File: src/rtl/uart_rx_pkg.sv
// uart_rx_pkg
//   Shared definitions for the UART receive path.
//   Contents:
//     uart_state_e  receiver FSM states
//     EVEN / ODD    parity_type encodings (1 = even, 0 = odd)
//     data_width()  decodes the 2-bit data_bit_num field into 5..8
//     par()         expected parity bit over the low N bits of a word
package uart_rx_pkg;

  typedef enum logic [2:0] {
    IDLE,
    START_BIT,
    DATA_BIT,
    PARITY_BIT,
    STOP_BIT_FIRST,
    STOP_BIT_SECOND
  } uart_state_e;

  localparam logic EVEN = 1'b1;
  localparam logic ODD  = 1'b0;

  // 2'b00 -> 5 data bits ... 2'b11 -> 8 data bits
  function automatic logic [3:0] data_width(input logic [1:0] code);
    return 4'd5 + {2'b00, code};
  endfunction

  // Bits above N are masked off so that stale upper bits never affect the result
  function automatic logic par(input logic [7:0] data, input logic [3:0] n,
                               input logic ptype);
    logic [7:0] masked;
    logic       result;
    masked = data & (8'hFF >> (4'd8 - n));
    case (ptype)
      EVEN:    result = ^masked;
      ODD:     result = ~^masked;
      default: result = 1'b0;
    endcase
    return result;
  endfunction

endpackage

File: src/rtl/uart_rx_if.sv
// uart_rx_if
//   Groups the serial line, frame configuration and receive results of uart_rx.
//   Signals:
//     rx            serial line, idle high
//     data_bit_num  00=5, 01=6, 10=7, 11=8 data bits
//     stop_bit_num  0=one stop bit, 1=two stop bits
//     parity_en     1 = a parity bit follows the data
//     parity_type   1 = even, 0 = odd
//     rx_data       received word, right-justified, unused MSBs zero
//     rx_done       one-clock pulse when rx_data and the error flags update
//     parity_err    parity mismatch on the last word
//     frame_err     a stop-bit sample was 0 on the last word
//     rx_busy       high from start-edge detect until rx_done
//   Modports:
//     master  drives line and config, observes results (wrapper / bench)
//     slave   the receiver itself
interface uart_rx_if;

  logic       rx;
  logic [1:0] data_bit_num;
  logic       stop_bit_num;
  logic       parity_en;
  logic       parity_type;
  logic [7:0] rx_data;
  logic       rx_done;
  logic       parity_err;
  logic       frame_err;
  logic       rx_busy;

  modport master (
    output rx, data_bit_num, stop_bit_num, parity_en, parity_type,
    input  rx_data, rx_done, parity_err, frame_err, rx_busy
  );

  modport slave (
    input  rx, data_bit_num, stop_bit_num, parity_en, parity_type,
    output rx_data, rx_done, parity_err, frame_err, rx_busy
  );

endinterface

File: src/rtl/uart_rx_baud_tick.sv
// uart_rx_baud_tick
//   Bit-timing counter for the receiver. Counts 0..limit while enabled and
//   pulses tick for one clock when the count equals the limit, then wraps to 0.
//   The limit is HALF=(BAUD_DIV+1)/2 for the start-bit mid-sample, else BAUD_DIV.
//   Ports:
//     clk       system clock
//     reset_n   asynchronous active-low reset
//     clear     force the count to 0 (has priority over enable)
//     enable    advance the count
//     sel_half  1 = use the half-bit limit
//     tick      one-clock sample strobe
module uart_rx_baud_tick #(
  parameter int BAUD_DIV = 15
) (
  input  logic clk,
  input  logic reset_n,
  input  logic clear,
  input  logic enable,
  input  logic sel_half,
  output logic tick
);

  localparam int CNT_W = $clog2(BAUD_DIV + 1);
  localparam int HALF  = (BAUD_DIV + 1) / 2;

  localparam logic [CNT_W-1:0] HALF_LIM = CNT_W'(HALF);
  localparam logic [CNT_W-1:0] FULL_LIM = CNT_W'(BAUD_DIV);

  logic [CNT_W-1:0] count_q;
  logic [CNT_W-1:0] count_d;
  logic [CNT_W-1:0] limit;

  always_comb begin
    limit   = sel_half ? HALF_LIM : FULL_LIM;
    tick    = enable && (count_q == limit);
    count_d = count_q;
    if (clear) begin
      count_d = '0;
    end else if (enable) begin
      count_d = tick ? '0 : count_q + CNT_W'(1);
    end
  end

  always_ff @(posedge clk or negedge reset_n) begin
    if (!reset_n) begin
      count_q <= '0;
    end else begin
      count_q <= count_d;
    end
  end

endmodule

File: src/rtl/uart_rx.sv
// uart_rx
//   UART receive engine. Deserialises the asynchronous line into 5..8 bit words
//   with optional even/odd parity and one or two stop bits. Each word is reported
//   with a one-clock rx_done pulse plus parity/framing error flags.
//   Ports:
//     clk      system clock
//     reset_n  asynchronous active-low reset; aborts any frame in progress
//     bus      uart_rx_if.slave: rx line, frame config in; rx_data, rx_done,
//              parity_err, frame_err, rx_busy out
//   Parameters:
//     BAUD_DIV clocks per bit minus one (minimum 3)
module uart_rx
  import uart_rx_pkg::*;
#(
  parameter int BAUD_DIV = 15
) (
  input  logic         clk,
  input  logic         reset_n,
  uart_rx_if.slave     bus
);

  // Synchroniser and edge-detect history; all reset to the idle level
  logic sync1_q, sync1_d;
  logic sync2_q, sync2_d;
  logic rxs_prev_q, rxs_prev_d;

  uart_state_e state_q, state_d;
  logic [7:0]  shift_q, shift_d;
  logic [3:0]  bit_cnt_q, bit_cnt_d;
  logic        perr_q, perr_d;

  // Frame configuration captured at the start edge
  logic [1:0]  cfg_bits_q, cfg_bits_d;
  logic        cfg_stop2_q, cfg_stop2_d;
  logic        cfg_par_en_q, cfg_par_en_d;
  logic        cfg_par_type_q, cfg_par_type_d;

  logic [7:0]  rx_data_q, rx_data_d;
  logic        rx_done_q, rx_done_d;
  logic        parity_err_q, parity_err_d;
  logic        frame_err_q, frame_err_d;
  logic        rx_busy_q, rx_busy_d;

  logic        rxs;
  logic        start_edge;
  logic [3:0]  width_n;
  logic [7:0]  word;
  logic        tick;
  logic        tick_clear;
  logic        tick_en;
  logic        tick_half;

  assign rxs        = sync2_q;
  assign start_edge = rxs_prev_q & ~rxs;
  assign width_n    = data_width(cfg_bits_q);
  // Data is shifted in from the MSB end, so N received bits sit in [7:8-N]
  assign word       = shift_q >> (4'd8 - width_n);

  assign tick_en    = (state_q != IDLE);
  assign tick_half  = (state_q == START_BIT);

  uart_rx_baud_tick #(
    .BAUD_DIV (BAUD_DIV)
  ) u_baud_tick (
    .clk      (clk),
    .reset_n  (reset_n),
    .clear    (tick_clear),
    .enable   (tick_en),
    .sel_half (tick_half),
    .tick     (tick)
  );

  assign bus.rx_data    = rx_data_q;
  assign bus.rx_done    = rx_done_q;
  assign bus.parity_err = parity_err_q;
  assign bus.frame_err  = frame_err_q;
  assign bus.rx_busy    = rx_busy_q;

  // Next-state logic for the synchroniser, FSM, shift register and outputs.
  // Finishing a word updates every output register at once and returns to IDLE,
  // so the rx_done cycle already runs edge detection for a back-to-back frame.
  always_comb begin
    sync1_d        = bus.rx;
    sync2_d        = sync1_q;
    rxs_prev_d     = sync2_q;

    state_d        = state_q;
    shift_d        = shift_q;
    bit_cnt_d      = bit_cnt_q;
    perr_d         = perr_q;
    cfg_bits_d     = cfg_bits_q;
    cfg_stop2_d    = cfg_stop2_q;
    cfg_par_en_d   = cfg_par_en_q;
    cfg_par_type_d = cfg_par_type_q;
    rx_data_d      = rx_data_q;
    rx_done_d      = 1'b0;
    parity_err_d   = parity_err_q;
    frame_err_d    = frame_err_q;
    rx_busy_d      = rx_busy_q;
    tick_clear     = 1'b0;

    case (state_q)
      IDLE: begin
        tick_clear = 1'b1;
        if (start_edge) begin
          state_d        = START_BIT;
          shift_d        = '0;
          bit_cnt_d      = '0;
          perr_d         = 1'b0;
          cfg_bits_d     = bus.data_bit_num;
          cfg_stop2_d    = bus.stop_bit_num;
          cfg_par_en_d   = bus.parity_en;
          cfg_par_type_d = bus.parity_type;
          rx_busy_d      = 1'b1;
        end
      end

      START_BIT: begin
        if (tick) begin
          if (rxs) begin
            // Line went back high before mid-bit: treat as a glitch
            state_d   = IDLE;
            rx_busy_d = 1'b0;
          end else begin
            state_d = DATA_BIT;
          end
        end
      end

      DATA_BIT: begin
        if (tick) begin
          shift_d = {rxs, shift_q[7:1]};
          if (bit_cnt_q == width_n - 4'd1) begin
            state_d = cfg_par_en_q ? PARITY_BIT : STOP_BIT_FIRST;
          end else begin
            bit_cnt_d = bit_cnt_q + 4'd1;
          end
        end
      end

      PARITY_BIT: begin
        if (tick) begin
          perr_d  = (rxs != par(word, width_n, cfg_par_type_q));
          state_d = STOP_BIT_FIRST;
        end
      end

      STOP_BIT_FIRST: begin
        if (tick) begin
          if (!rxs || !cfg_stop2_q) begin
            // A low first stop bit ends the frame without checking the second
            state_d      = IDLE;
            rx_done_d    = 1'b1;
            rx_data_d    = word;
            parity_err_d = perr_q;
            frame_err_d  = ~rxs;
            rx_busy_d    = 1'b0;
          end else begin
            state_d = STOP_BIT_SECOND;
          end
        end
      end

      STOP_BIT_SECOND: begin
        if (tick) begin
          state_d      = IDLE;
          rx_done_d    = 1'b1;
          rx_data_d    = word;
          parity_err_d = perr_q;
          frame_err_d  = ~rxs;
          rx_busy_d    = 1'b0;
        end
      end

      default: begin
        state_d   = IDLE;
        rx_busy_d = 1'b0;
      end
    endcase
  end

  // State and output registers; reset leaves the line history at idle-high
  always_ff @(posedge clk or negedge reset_n) begin
    if (!reset_n) begin
      sync1_q        <= 1'b1;
      sync2_q        <= 1'b1;
      rxs_prev_q     <= 1'b1;
      state_q        <= IDLE;
      shift_q        <= '0;
      bit_cnt_q      <= '0;
      perr_q         <= 1'b0;
      cfg_bits_q     <= '0;
      cfg_stop2_q    <= 1'b0;
      cfg_par_en_q   <= 1'b0;
      cfg_par_type_q <= 1'b0;
      rx_data_q      <= '0;
      rx_done_q      <= 1'b0;
      parity_err_q   <= 1'b0;
      frame_err_q    <= 1'b0;
      rx_busy_q      <= 1'b0;
    end else begin
      sync1_q        <= sync1_d;
      sync2_q        <= sync2_d;
      rxs_prev_q     <= rxs_prev_d;
      state_q        <= state_d;
      shift_q        <= shift_d;
      bit_cnt_q      <= bit_cnt_d;
      perr_q         <= perr_d;
      cfg_bits_q     <= cfg_bits_d;
      cfg_stop2_q    <= cfg_stop2_d;
      cfg_par_en_q   <= cfg_par_en_d;
      cfg_par_type_q <= cfg_par_type_d;
      rx_data_q      <= rx_data_d;
      rx_done_q      <= rx_done_d;
      parity_err_q   <= parity_err_d;
      frame_err_q    <= frame_err_d;
      rx_busy_q      <= rx_busy_d;
    end
  end

endmodule
File: src/flat_wrapper.sv
// flat-port wrapper written by rule: the top's interface ports become plain ports
module uart_rx_flat import uart_rx_pkg::*;
#(
  parameter int BAUD_DIV = 15
)
  (clk, reset_n, bus_rx, bus_data_bit_num, bus_stop_bit_num, bus_parity_en, bus_parity_type, bus_rx_data, bus_rx_done, bus_parity_err, bus_frame_err, bus_rx_busy);
  uart_rx_if bus_i ();
  input  logic clk;
  input  logic reset_n;
  input wire logic [$bits(bus_i.rx)-1:0] bus_rx;
  input wire logic [$bits(bus_i.data_bit_num)-1:0] bus_data_bit_num;
  input wire logic [$bits(bus_i.stop_bit_num)-1:0] bus_stop_bit_num;
  input wire logic [$bits(bus_i.parity_en)-1:0] bus_parity_en;
  input wire logic [$bits(bus_i.parity_type)-1:0] bus_parity_type;
  output wire logic [$bits(bus_i.rx_data)-1:0] bus_rx_data;
  output wire logic [$bits(bus_i.rx_done)-1:0] bus_rx_done;
  output wire logic [$bits(bus_i.parity_err)-1:0] bus_parity_err;
  output wire logic [$bits(bus_i.frame_err)-1:0] bus_frame_err;
  output wire logic [$bits(bus_i.rx_busy)-1:0] bus_rx_busy;
  assign bus_i.rx = bus_rx;
  assign bus_i.data_bit_num = bus_data_bit_num;
  assign bus_i.stop_bit_num = bus_stop_bit_num;
  assign bus_i.parity_en = bus_parity_en;
  assign bus_i.parity_type = bus_parity_type;
  assign bus_rx_data = bus_i.rx_data;
  assign bus_rx_done = bus_i.rx_done;
  assign bus_parity_err = bus_i.parity_err;
  assign bus_frame_err = bus_i.frame_err;
  assign bus_rx_busy = bus_i.rx_busy;
  uart_rx #(.BAUD_DIV(BAUD_DIV)) u_core (.clk(clk), .reset_n(reset_n), .bus(bus_i));
endmodule
File: config.mk
export PLATFORM = sky130hd
export DESIGN_NAME = uart_rx_flat
export DESIGN_NICKNAME = d
export VERILOG_FILES = /design/src/rtl/uart_rx_pkg.sv /design/src/rtl/uart_rx_if.sv /design/src/rtl/uart_rx_baud_tick.sv /design/src/rtl/uart_rx.sv /design/src/flat_wrapper.sv
export SDC_FILE = /design/constraint.sdc
export NUM_CORES = 1
export LEC_CHECK = 0
export BUFFER_PORTS_ARGS = -buffer_cell sky130_fd_sc_hd__buf_2
export CAP_MARGIN = 25
export CORE_MARGIN = 5
export CORE_UTILIZATION = 30
export DETAILED_ROUTE_END_ITERATION = 10
export GPL_TIMING_DRIVEN = 0
export PLACE_DENSITY = 0.53
export REMOVE_ABC_BUFFERS = 1
export SLEW_MARGIN = 25
export SYNTH_ARGS = -nofsm -noshare
export SYNTH_HDL_FRONTEND = slang
export SYNTH_SLANG_ARGS = --single-unit
File: constraint.sdc
create_clock -name clk -period 3.48 [get_ports clk]
set_input_delay 0.348 -clock clk [delete_from_list [all_inputs] [get_ports clk]]
set_output_delay 0.348 -clock clk [all_outputs]
set_load 0.01 [all_outputs]
## After elaboration in Yosys (flattened, before gate mapping)

Cells that the tools add are included.

| cells by class | value |
|---|---|
| muxes and demuxes | 52 |
| add/subtract/negate cells | 5 |
| equality and inequality tests | 18 |
| reductions and logical operators | 20 |
| bitwise operators | 5 |
| shift-type cells | 2 |

Operators by type and width:

| kind | number |
|---|---|
| 2-to-1 mux 8 bit | 5 |
| case mux 8 bit (2 select lines) | 2 |
| 2-to-1 mux 3 bit | 10 |
| 2-to-1 mux 4 bit | 6 |
| 2-to-1 mux 1 bit | 20 |
| inequality test 2 x 1 -> 1 bit, second input constant | 9 |
| case mux 3 bit (6 select lines) | 1 |
| AND reduction 7 bit | 2 |
| case mux 1 bit (2 select lines) | 5 |
| adder 4 x 1 -> 4 bit, second input constant | 2 |
| bitwise AND 8 bit | 1 |
| == test 4 bit | 2 |
| case mux 4 bit (2 select lines) | 1 |
| AND reduction 4 bit | 2 |
| nonzero test 2 bit | 4 |
| XNOR reduction 8 bit | 1 |
| XOR reduction 8 bit | 1 |
| right shift 8 x 4 -> 8 bit | 1 |
| right shift 8 x 4 -> 8 bit, first input constant | 1 |
| == test 3 x 2 -> 1 bit, second input constant | 2 |
| == test 3 bit, second input constant | 2 |
| AND reduction 3 bit | 2 |
| case mux 1 bit (5 select lines) | 1 |
| adder 3 x 2 -> 4 bit, first input constant | 1 |
| 15 further kinds | 18 |

| storage, ports and cells | value |
|---|---|
| output and inout bits | 12 |
| flip-flop bits (word level) | 40 |
| bits of input ports | 8 |

## Longest topological paths before layout

Gate-level depths: netlist of run 1.

| depth | value |
|---|---|
| depth in word-level cells | 11 |
| mapped depth | 11 |

## Modules after synthesis

Synthesis of run 1 repeated with hierarchy kept, for this count alone.

| unflattened totals | value |
|---|---|
| cell total of the unflattened synthesis | 217 |
| area, all modules | 2,240.9 um2 |

Modules (own cells, without submodules):

| module | area an instance (um2) | cells an instance | times used |
|---|---|---|---|
| uart_rx | 1,976.9 | 192 | 1 |
| uart_rx_baud_tick | 264.0 | 25 | 1 |

## Least setup slack after synthesis of run 1

No wires, ideal clock.

| timing | value |
|---|---|
| path type | flip-flop to flip-flop |
| start point | register u_core.cfg_bits_q[0] |
| end point | register u_core.perr_q |
| buffers on the path | 2 |
| data arrival time | 2,493 ps |
| clock period less this slack | 2,569 ps |
| path slack | 911 ps |
| required time | 3,404 ps |
| stages on the path, launching flop included | 11 |
| setup time | 76 ps |
| cell sequence | dfrtp_1 > buf_2 > inv_1 > ha_1 > buf_6 > mux4_2 > xnor2_2 > xnor2_1 > nand2_1 > xnor3_1 > o21ai_1 |

| on the way | value |
|---|---|
| longest elaborated chain between the ends | 11 |
| elaborated cells between the ends (all ways) | 13 |
| those cells by class | 2 x add/sub; 1 x eq/ne; 2 x shift; 5 x mux; 1 x bitwise; 2 x reduce/logical |

RTL lines:

| what | RTL line | text |
|---|---|---|
| start: declaration | uart_rx.sv:33 | `logic [1:0] cfg_bits_q, cfg_bits_d;` |
| start signal: assignment | uart_rx.sv:209 | `cfg_bits_q <= cfg_bits_d;` |
| adder 3 x 2 -> 4 bit (*) | uart_rx_pkg.sv:24 | `return 4'd5 + {2'b00, code};` |
| subtractor 4 bit (*) | uart_rx_pkg.sv:32, uart_rx.sv:57 |  |
| right shift 8 x 4 -> 8 bit, on equally long branches | uart_rx.sv:57, uart_rx_pkg.sv:32 |  |
| bitwise AND 8 bit (*) | uart_rx_pkg.sv:32 | `masked = data & (8'hFF >> (4'd8 - n));` |
| XNOR reduction 8 bit / XOR reduction 8 bit (equally long branches) | uart_rx_pkg.sv:35, uart_rx_pkg.sv:34 |  |
| case mux 1 bit (2 select lines) (*) | uart_rx_pkg.sv:33 | `case (ptype)` |
| 2-to-1 mux 1 bit (*) | uart_rx.sv:142 | `if (tick) begin` |
| 2-to-1 mux 1 bit (*) | uart_rx.sv:102 | `case (state_q)` |
| inequality test 1 bit (*) | uart_rx.sv:143 | `perr_d = (rxs != par(word, width_n, cfg_par_type_q));` |
| 2-to-1 mux 1 bit (*) | uart_rx.sv:142 |  |
| case mux 1 bit (2 select lines) (*) | uart_rx.sv:102 |  |
| end signal: assignment | uart_rx.sv:208 | `perr_q <= perr_d;` |
| end: declaration | uart_rx.sv:30 | `logic perr_q, perr_d;` |

Mark *: on every way between the ends. The rest lies on a longest branch, timed or not. The select of a mux whose other input is x is not followed.
A chain may end at the register's enable or synchronous reset.

## Worst setup path after layout of run 1

Same ends and word-level chain as after synthesis.

==> impl_metrics.ini, run 1 <==
[worst_setup_path]
path_buf_inv = 1
required_ns = 3.70
path_cells = inv_1 -> ha_1 -> mux4_1 -> xnor2_2 -> xnor2_1 -> nand2_1 -> xnor3_1 -> o21ai_1
critPathMaxFanout = 14
crit_arrival_ns = 3.41
crit_path_top_delay_cell = dfrtp_1
end_kind = flip-flop
crit_type = flip-flop to flip-flop
crit_path_start_kind = flip-flop
critPathMaxStageDelay_ns = 0.69
crit_family = XOR/XNOR gates

[clocking]
numCtsBuffers = 5
clkTransAtPathRegs_ns = 0.09
numClockSinks = 40
h-tree-depth = 2
cts-root-buf = clkbuf_8
post_cts_buffers = 0
cts.path.max_buffers = 2
cts_tree = yes
clk_latency_ns = 0.29

[floorplan]
die_h_um = 95.65
core-area_mm2 = 0.007214
io_pins = 20
fp.dieW_um = 95.65
start_util_pct = 30.51
rows = 31
die-area_mm2 = 0.009149

[final_layout]
multi_input_area_mm2 = 0.001115
syn_to_final_growth_pct = 12.90
antenna_cells = 0
layout_commonest_cell = nand2_1
fin_nets = 257
seq_area_mm2 = 0.001005
drive_gt1_share_pct = 15.57
mostFrequentLayoutCells = 58 x nand2_1, 37 x dfrtp_1, 27 x o21ai_0
nFillCells = 765

[timing]
worst_slack_ns = 0.2845
report.final.hold_viol_count = 0
max_slew_margin_pct = 40.93
drv_slew = 0
period_needed_ns = 3.196
setup_violations = 0
fin_tns_setup_ns = 0
rsz0062_at_grt = no
fin_skew_ns = 0.01384
fmaxAchievable_mhz = 312.9
period_share_pct = 91.83
tightest_slew_ns = 0.8861

[power_and_ir_drop]
leakagePower_nw = 1.089
power_density_mw_per_mm2 = 710.4
ir_worst_vdd_uv = 194.5

[global_routing]
antenna_found_initial = 0
grt_max_degree = 41
grt_pass1_wl_um = 7065
grtUsageTotal_pct = 9.745
grt_pass1_vias = 1497
gr-total-overflow = 0

[hold_path]
hold_class = primary input to flip-flop

[logic_synthesis]
synth-edff-count = 0
syn_avg_cell_area_um2 = 9.611
async_reset_ff_share_pct = 100.0
synth_cells = 229
synth_ff_type = dfrtp_1
syn_area_mm2 = 0.002201
synth_top_area_share_pct = 42.07
ys_warn_count = 0
synth_seq_area_share_pct = 45.65
synth_cell_types = 43
synth_seq_cells = 40
post-synth-top-area-cell = dfrtp_1
synth.area.top_cells = dfrtp_1 42%, nand2_1 9.9%, o21ai_0 6.1%

[drt]
drc = 0
first_pass_iters = 4
via_per_inst = 4.656
drt_iter0_drc = 59
wirelength_um = 4220
vias = 1597
highest_layer = met4
wl_met2_um = 2013
dr_wl_met3_um = 114
ant_nets = 0
drt-met1-wl_um = 2054
routedWlPerCell_um = 12.30

[place]
io_buffers = 19
gp_congestion = 0.7441
dp_hpwl_um = 2869
dp_slack_ns = 0.2373

[status]
status = finished clean

[flow_run]
drv_cap = 0
cells by family (layout without fill, tap and decap cells):
group	count (synthesis)	count (layout)	share of synthesized area, %
XOR/XNOR	15	15	6.936
AO/OA/AOI/OAI	43	43	11.65
multiplexers	14	14	10.06
AND/OR/NAND/NOR	91	91	18.25
flip-flops	40	40	45.65
buffers and inverters	20	35	4.036
adder cells (fa/ha/maj)	6	6	3.411
registers in the layout (all words and copies together), names as in the netlist, 2 cells and up:
name and flops:
u_core.bit_cnt_q 4, u_core.bus.rx_data 8, u_core.cfg_bits_q 2, u_core.shift_q 8
u_core.state_q 3, u_core.u_baud_tick.count_q 4
cell usage after synthesis, types with 2 or more instances:
library cell / instances
mux2i_1: 6
nor2b_1: 6
mux2_2: 3
nand3_1: 4
o31ai_1: 2
nand2_1: 58
xnor2_1: 12
ha_1: 6
mux4_1: 4
nor2_1: 7
clkbuf_1: 8
nand4_1: 2
nor3_1: 4
buf_2: 5
inv_1: 6
and2_1: 3
a21oi_1: 3
o21ai_0: 27
dfstp_2: 3
dfrtp_1: 37
final timing paths:
kind	from	to	slack (ns)	cells past startpoint
setup / recovery	u_core.cfg_bits_q[0]	u_core.perr_q	0.28	8
hold / removal	bus_rx	u_core.sync1_q	0.15	1
setup reg to reg	u_core.cfg_bits_q[0]	u_core.perr_q	0.28	8
hold reg to reg	u_core.sync1_q	u_core.rxs	0.36	0
max in group asynchronous	reset_n	u_core.sync1_q	2.47	3
min in group asynchronous	reset_n	u_core.bus.rx_data[6]	0.48	2
per-layer routing:
layer,GRT usage [%],vias to the layer above
met5,0,-
met4,3.199,0
met3,2.131,2
met2,15.46,19
met1,13.15,766
li1,-,810
what timing repair did:
action	4_1_cts	5_1_grt
resized for setup	0	0
setup endpoints to repair	0	0
endpoints found under the hold margin	0	13
hold buffers	0	1
where the power goes:
group	switching, W	internal [W]
Sequential	0.000144	0.000571
Clock	0.000164	0.000161
Combinational	0.000376	0.000348
cell type report:
class / instances / share of cell area (%)
timing repair buffer: 21 / 5.035
tap: 99 / 4.985
sequential: 40 / 40.43
clock inverter: 1 / 0.3021
inverter: 6 / 0.9063
clock buffer: 7 / 3.474
multi-input combinational: 169 / 44.86
per-stage QoR:
stage / power, W / utilization, % / instance area (um2) / std cells / hold WS (ns)
after floorplan: 0.001276 / - / 2135 / 215 / 0.05241
after global placement: 0.001432 / 32.62 / 2354 / 333 / 0.3463
after detailed placement: 0.001443 / 32.62 / 2354 / 333 / 0.3476
after CTS: 0.001782 / 33.92 / 2447 / 341 / 0.1356
after global routing: 0.001904 / 34.44 / 2485 / 343 / 0.1381
final: 0.001765 / 34.44 / 2485 / 343 / 0.1530
Power figures use the tool's default switching activity.
==> inputs of run 2 (changes only) <==
Settings changed: CAP_MARGIN 25 to not set, PLACE_DENSITY 0.53 to not set, SLEW_MARGIN 25 to not set.
==> impl_metrics.ini, run 2 (synthesis gave the netlist of run 1 again) <==
[status]
status = finished clean

[floorplan]
die-area_mm2 = 0.009149
die_h_um = 95.65
start_util_pct = 30.51
core-area_mm2 = 0.007214
fp.dieW_um = 95.65
rows = 31
io_pins = 20

[clocking]
h-tree-depth = 2
clkTransAtPathRegs_ns = 0.08
cts-root-buf = clkbuf_8
cts.path.max_buffers = 2
ctsResizeCount = 0
cts_tree = yes
numCtsBuffers = 5
post_cts_buffers = 0
ctsHoldBuffers = 0
clk_latency_ns = 0.29
numClockSinks = 40

[final_layout]
seq_area_mm2 = 0.001005
fin_area_mm2 = 0.002475
fin_cells = 341
antenna_cells = 0
multi_input_area_mm2 = 0.001107
mostFrequentLayoutCells = 58 x nand2_1, 37 x dfrtp_1, 27 x o21ai_0
nFillCells = 745
drive_gt1_share_pct = 15.29
fin_nets = 255
layout_commonest_cell = nand2_1
syn_to_final_growth_pct = 12.45

[drt]
routedWlPerCell_um = 11.69
via_per_inst = 4.683
drt_iter0_drc = 90
vias = 1597
ant_nets = 0
drc = 0
first_pass_iters = 4
wirelength_um = 3987

[timing]
whs_ns = 0.1469
setup_violations = 0
rsz0062_at_grt = no
report.final.hold_viol_count = 0
fin_tns_setup_ns = 0
max_slew_margin_pct = 32.22
period_needed_ns = 3.250
drv_slew = 0
period_share_pct = 93.39
tightest_slew_ns = 1.009
fin_skew_ns = 0.01329
fmaxAchievable_mhz = 307.7

[place]
gp_congestion = 0.7659
placed_cells = 333
io_buffers = 19
dpl_cell_area_mm2 = 0.002354
dp_hpwl_um = 2833

[hold_path]
hold_class = primary input to flip-flop
min_from = bus_rx

[power_and_ir_drop]
ir_worst_vdd_uv = 227.2
power_density_mw_per_mm2 = 736.6
leakagePower_nw = 1.090
finalPower_w = 0.001823

[global_routing]
antenna_found_initial = 0
gr-total-overflow = 0
grt_pass1_vias = 1553
grt_max_degree = 41
grtUsageTotal_pct = 9.672
grt_pass1_wl_um = 7044

[worst_setup_path]
r2r_start = u_core.cfg_bits_q[0]
startpoint = u_core.cfg_bits_q[0]
crit_type = flip-flop to flip-flop
required_ns = 3.70
critPathMaxFanout = 14
crit_arrival_ns = 3.47
end_kind = flip-flop
crit_path_start_kind = flip-flop

[flow_run]
drv_cap = 0
## run 2: path summary, 6_finish.rpt
path	slack (ns)	cells past startpoint	to
worst max register to register	0.23	8	u_core.perr_q
worst max-delay path	0.23	8	u_core.perr_q
worst min-delay path	0.15	1	u_core.sync1_q
min in group asynchronous	0.17	1	u_core.u_baud_tick.count_q[1]
worst min register to register	0.36	0	u_core.rxs
max in group asynchronous	2.75	1	u_core.shift_q[1]
## run 2: stage by stage
stage	setup WS [ns]	utilization, %
after floorplan	0.6793	-
after global placement	0.2840	32.62
after detailed placement	0.2331	32.62
after CTS	0.2014	34.30
after global routing	0.02003	34.30
final	0.2300	34.30
## run 2: area by class of cell
cell class	instances	area share, %
clock buffer	6	3.337
timing repair buffer	19	3.842
multi-input combinational	169	44.74
tap	99	5.005
clock inverter	2	1.567
sequential	40	40.60
inverter	6	0.9100
## run 2: per-layer routing
layer	global-route usage [%]	wire, um
met3	2.841	143
met4	2.962	27
met5	0	0
met2	15.75	1875
met1	12.35	1940
## run 2: worst max-delay path, cell delays in order (launching register included)
cell and delay [ns]:
dfrtp_1 0.65, inv_1 0.22, ha_1 0.62, mux4_1 0.69, xnor2_2 0.19, xnor2_1 0.23
nand2_1 0.08, xnor3_1 0.39, o21ai_1 0.11
## run 2: where the power goes
group	internal [W]	leakage (nW)	switching (W)
combinational	0.000340	0.509	0.000370
clock	0.000235	0.0614	0.000166
sequential	0.000571	0.520	0.000141
total	0.00115	1.09	0.000678
==> inputs of run 3 (changes only) <==
Settings changed: CORE_MARGIN 5 to 2.
Clock period 3.48 ns to 4 ns, I/O delays scaled along.
==> impl_metrics.ini, run 3 (synthesis gave the netlist of run 1 again) <==
[power_and_ir_drop]
p_sw_share_pct = 38.96
switching_power_w = 0.0005957
clock_power_share_pct = 18.9
ir_worst_vdd_uv = 152.6
power_density_mw_per_mm2 = 624.8
seq_power_share_pct = 40.6
combPwrFrac_pct = 40.5
internal-power_w = 0.0009334
leakagePower_nw = 1.073

[clocking]
cts_tree = yes
h-tree-depth = 2
cts.path.max_buffers = 2
ctsResizeCount = 0
clk_latency_ns = 0.30
clkTransAtPathRegs_ns = 0.09
numCtsBuffers = 5
cts-root-buf = clkbuf_8
ctsHoldBuffers = 0
post_cts_buffers = 0
numClockSinks = 40

[drt]
drt_iter0_drc = 109
first_pass_iters = 4
vias = 1584
wirelength_um = 4118
routedWlPerCell_um = 12.08
ant_nets = 0
via_per_inst = 4.645
drc = 0

[hold_path]
hold_class = primary input to flip-flop

[timing]
fin_tns_setup_ns = 0
max_slew_margin_pct = 34.29
rsz0062_at_grt = no
fmaxAchievable_mhz = 307.3
drv_slew = 0
period_share_pct = 81.35
fin_skew_ns = 0.01535
tightest_slew_ns = 0.9786
period_needed_ns = 3.254
setup_violations = 0
report.final.hold_viol_count = 0

[global_routing]
gr-total-overflow = 0
antenna_found_initial = 0
grt_max_degree = 41
grtUsageTotal_pct = 11.53
grt_pass1_wl_um = 7072
grt_pass1_vias = 1503

[floorplan]
die_h_um = 89.65
die-area_mm2 = 0.008037
rows = 31
core-area_mm2 = 0.007176
fp.dieW_um = 89.65
start_util_pct = 30.67
io_pins = 20

[worst_setup_path]
crit_path_top_delay_cell = mux4_1
critPathMaxStageDelay_ns = 0.68
required_ns = 4.22
path_cells = inv_1 -> ha_1 -> mux4_1 -> xnor2_2 -> xnor2_1 -> nand2_1 -> xnor3_1 -> o21ai_1
crit_arrival_ns = 3.48
crit_type = flip-flop to flip-flop
critPathMaxFanout = 14
end_kind = flip-flop
crit_path_start_kind = flip-flop

[final_layout]
drive_gt1_share_pct = 14.88
antenna_cells = 0
final_util_pct = 34.11
fin_nets = 255
layout_commonest_cell = nand2_1
syn_to_final_growth_pct = 11.20
mostFrequentLayoutCells = 58 x nand2_1, 37 x dfrtp_1, 27 x o21ai_0
fin_cells = 341

[status]
status = finished clean

[place]
dp_hpwl_um = 2785
placed_cells = 333
io_buffers = 19
gp_congestion = 0.7543

[flow_run]
drv_cap = 0
run 3: cell types whose count changed in the layout (fill, tap and decap cells not counted):
| cell | previous run | this run |
|---|---|---|
| bufinv_16 | 1 | 0 |
| clkbuf_1 | 0 | 1 |
| clkinv_4 | 1 | 0 |
| clkinvlp_4 | 0 | 1 |
run 3: final timing paths:
path	startpoint	end	slack, ns	cells after the start
setup / recovery	u_core.cfg_bits_q[0]	u_core.perr_q	0.75	8
hold / removal	bus_rx	u_core.sync1_q	0.19	1
setup reg to reg	u_core.cfg_bits_q[0]	u_core.perr_q	0.75	8
hold reg to reg	u_core.sync1_q	u_core.rxs	0.36	0
max in group asynchronous	reset_n	u_core.shift_q[1]	3.20	1
min in group asynchronous	reset_n	u_core.bus.rx_data[3]	0.22	1
run 3: area by class of cell:
type	count	area (um2)
Clock buffer	7	86.33
Clock inverter	1	7.507
Fill cell	738	4728
Inverter	6	22.52
Multi-Input combinational cell	169	1107
Sequential cell	40	1005
Tap cell	99	123.9
Timing Repair Buffer	19	95.09
run 3: power by group through the flow:
stage               registers [W]  logic, W  clock network [W]
floorplan                0.000597  0.000514                  0
global placement         0.000623  0.000612                  0
detailed placement       0.000627  0.000626                  0
CTS                      0.000621  0.000629           0.000297
global route             0.000641  0.000702           0.000314
finish                   0.000621  0.000620           0.000289
run 3: metrics by stage:
| step | hold slack [ns] | instance area [um2] | power, W | worst slack (ns) |
|---|---|---|---|---|
| finish | 0.1905 | 2447 | 0.001529 | 0.7461 |
| global route | 0.1794 | 2447 | 0.001658 | 0.4744 |
| CTS | 0.1810 | 2447 | 0.001546 | 0.7268 |
| detailed placement | 0.3470 | 2354 | 0.001254 | 0.7669 |
| global placement | 0.3458 | 2354 | 0.001235 | 0.8168 |
| floorplan | 0.1044 | 2135 | 0.001110 | 1.199 |
run 3: critical path: cells and delay by family, from the launching register on:
| kind | cells | cell delay, ns |
|---|---|---|
| multiplexers | 1 | 0.68 |
| buffers and inverters | 1 | 0.22 |
| AO/OA/AOI/OAI | 1 | 0.12 |
| adder cells (fa/ha/maj) | 1 | 0.63 |
| flip-flops | 1 | 0.67 |
| AND/OR/NAND/NOR | 1 | 0.09 |
| XOR/XNOR | 3 | 0.77 |
run 3: layer usage:
| layer | routed length (um) | part of all wire (%) | vias to the layer above | global-route usage (%) |
|---|---|---|---|---|
| li1 | - | - | 805 | - |
| met1 | 2006 | 49 | 744 | 15.05 |
| met2 | 1909 | 46 | 28 | 18.32 |
| met3 | 136 | 3.3 | 7 | 3.291 |
| met4 | 65 | 1.6 | 0 | 4.071 |
| met5 | 0 | 0 | - | 0 |
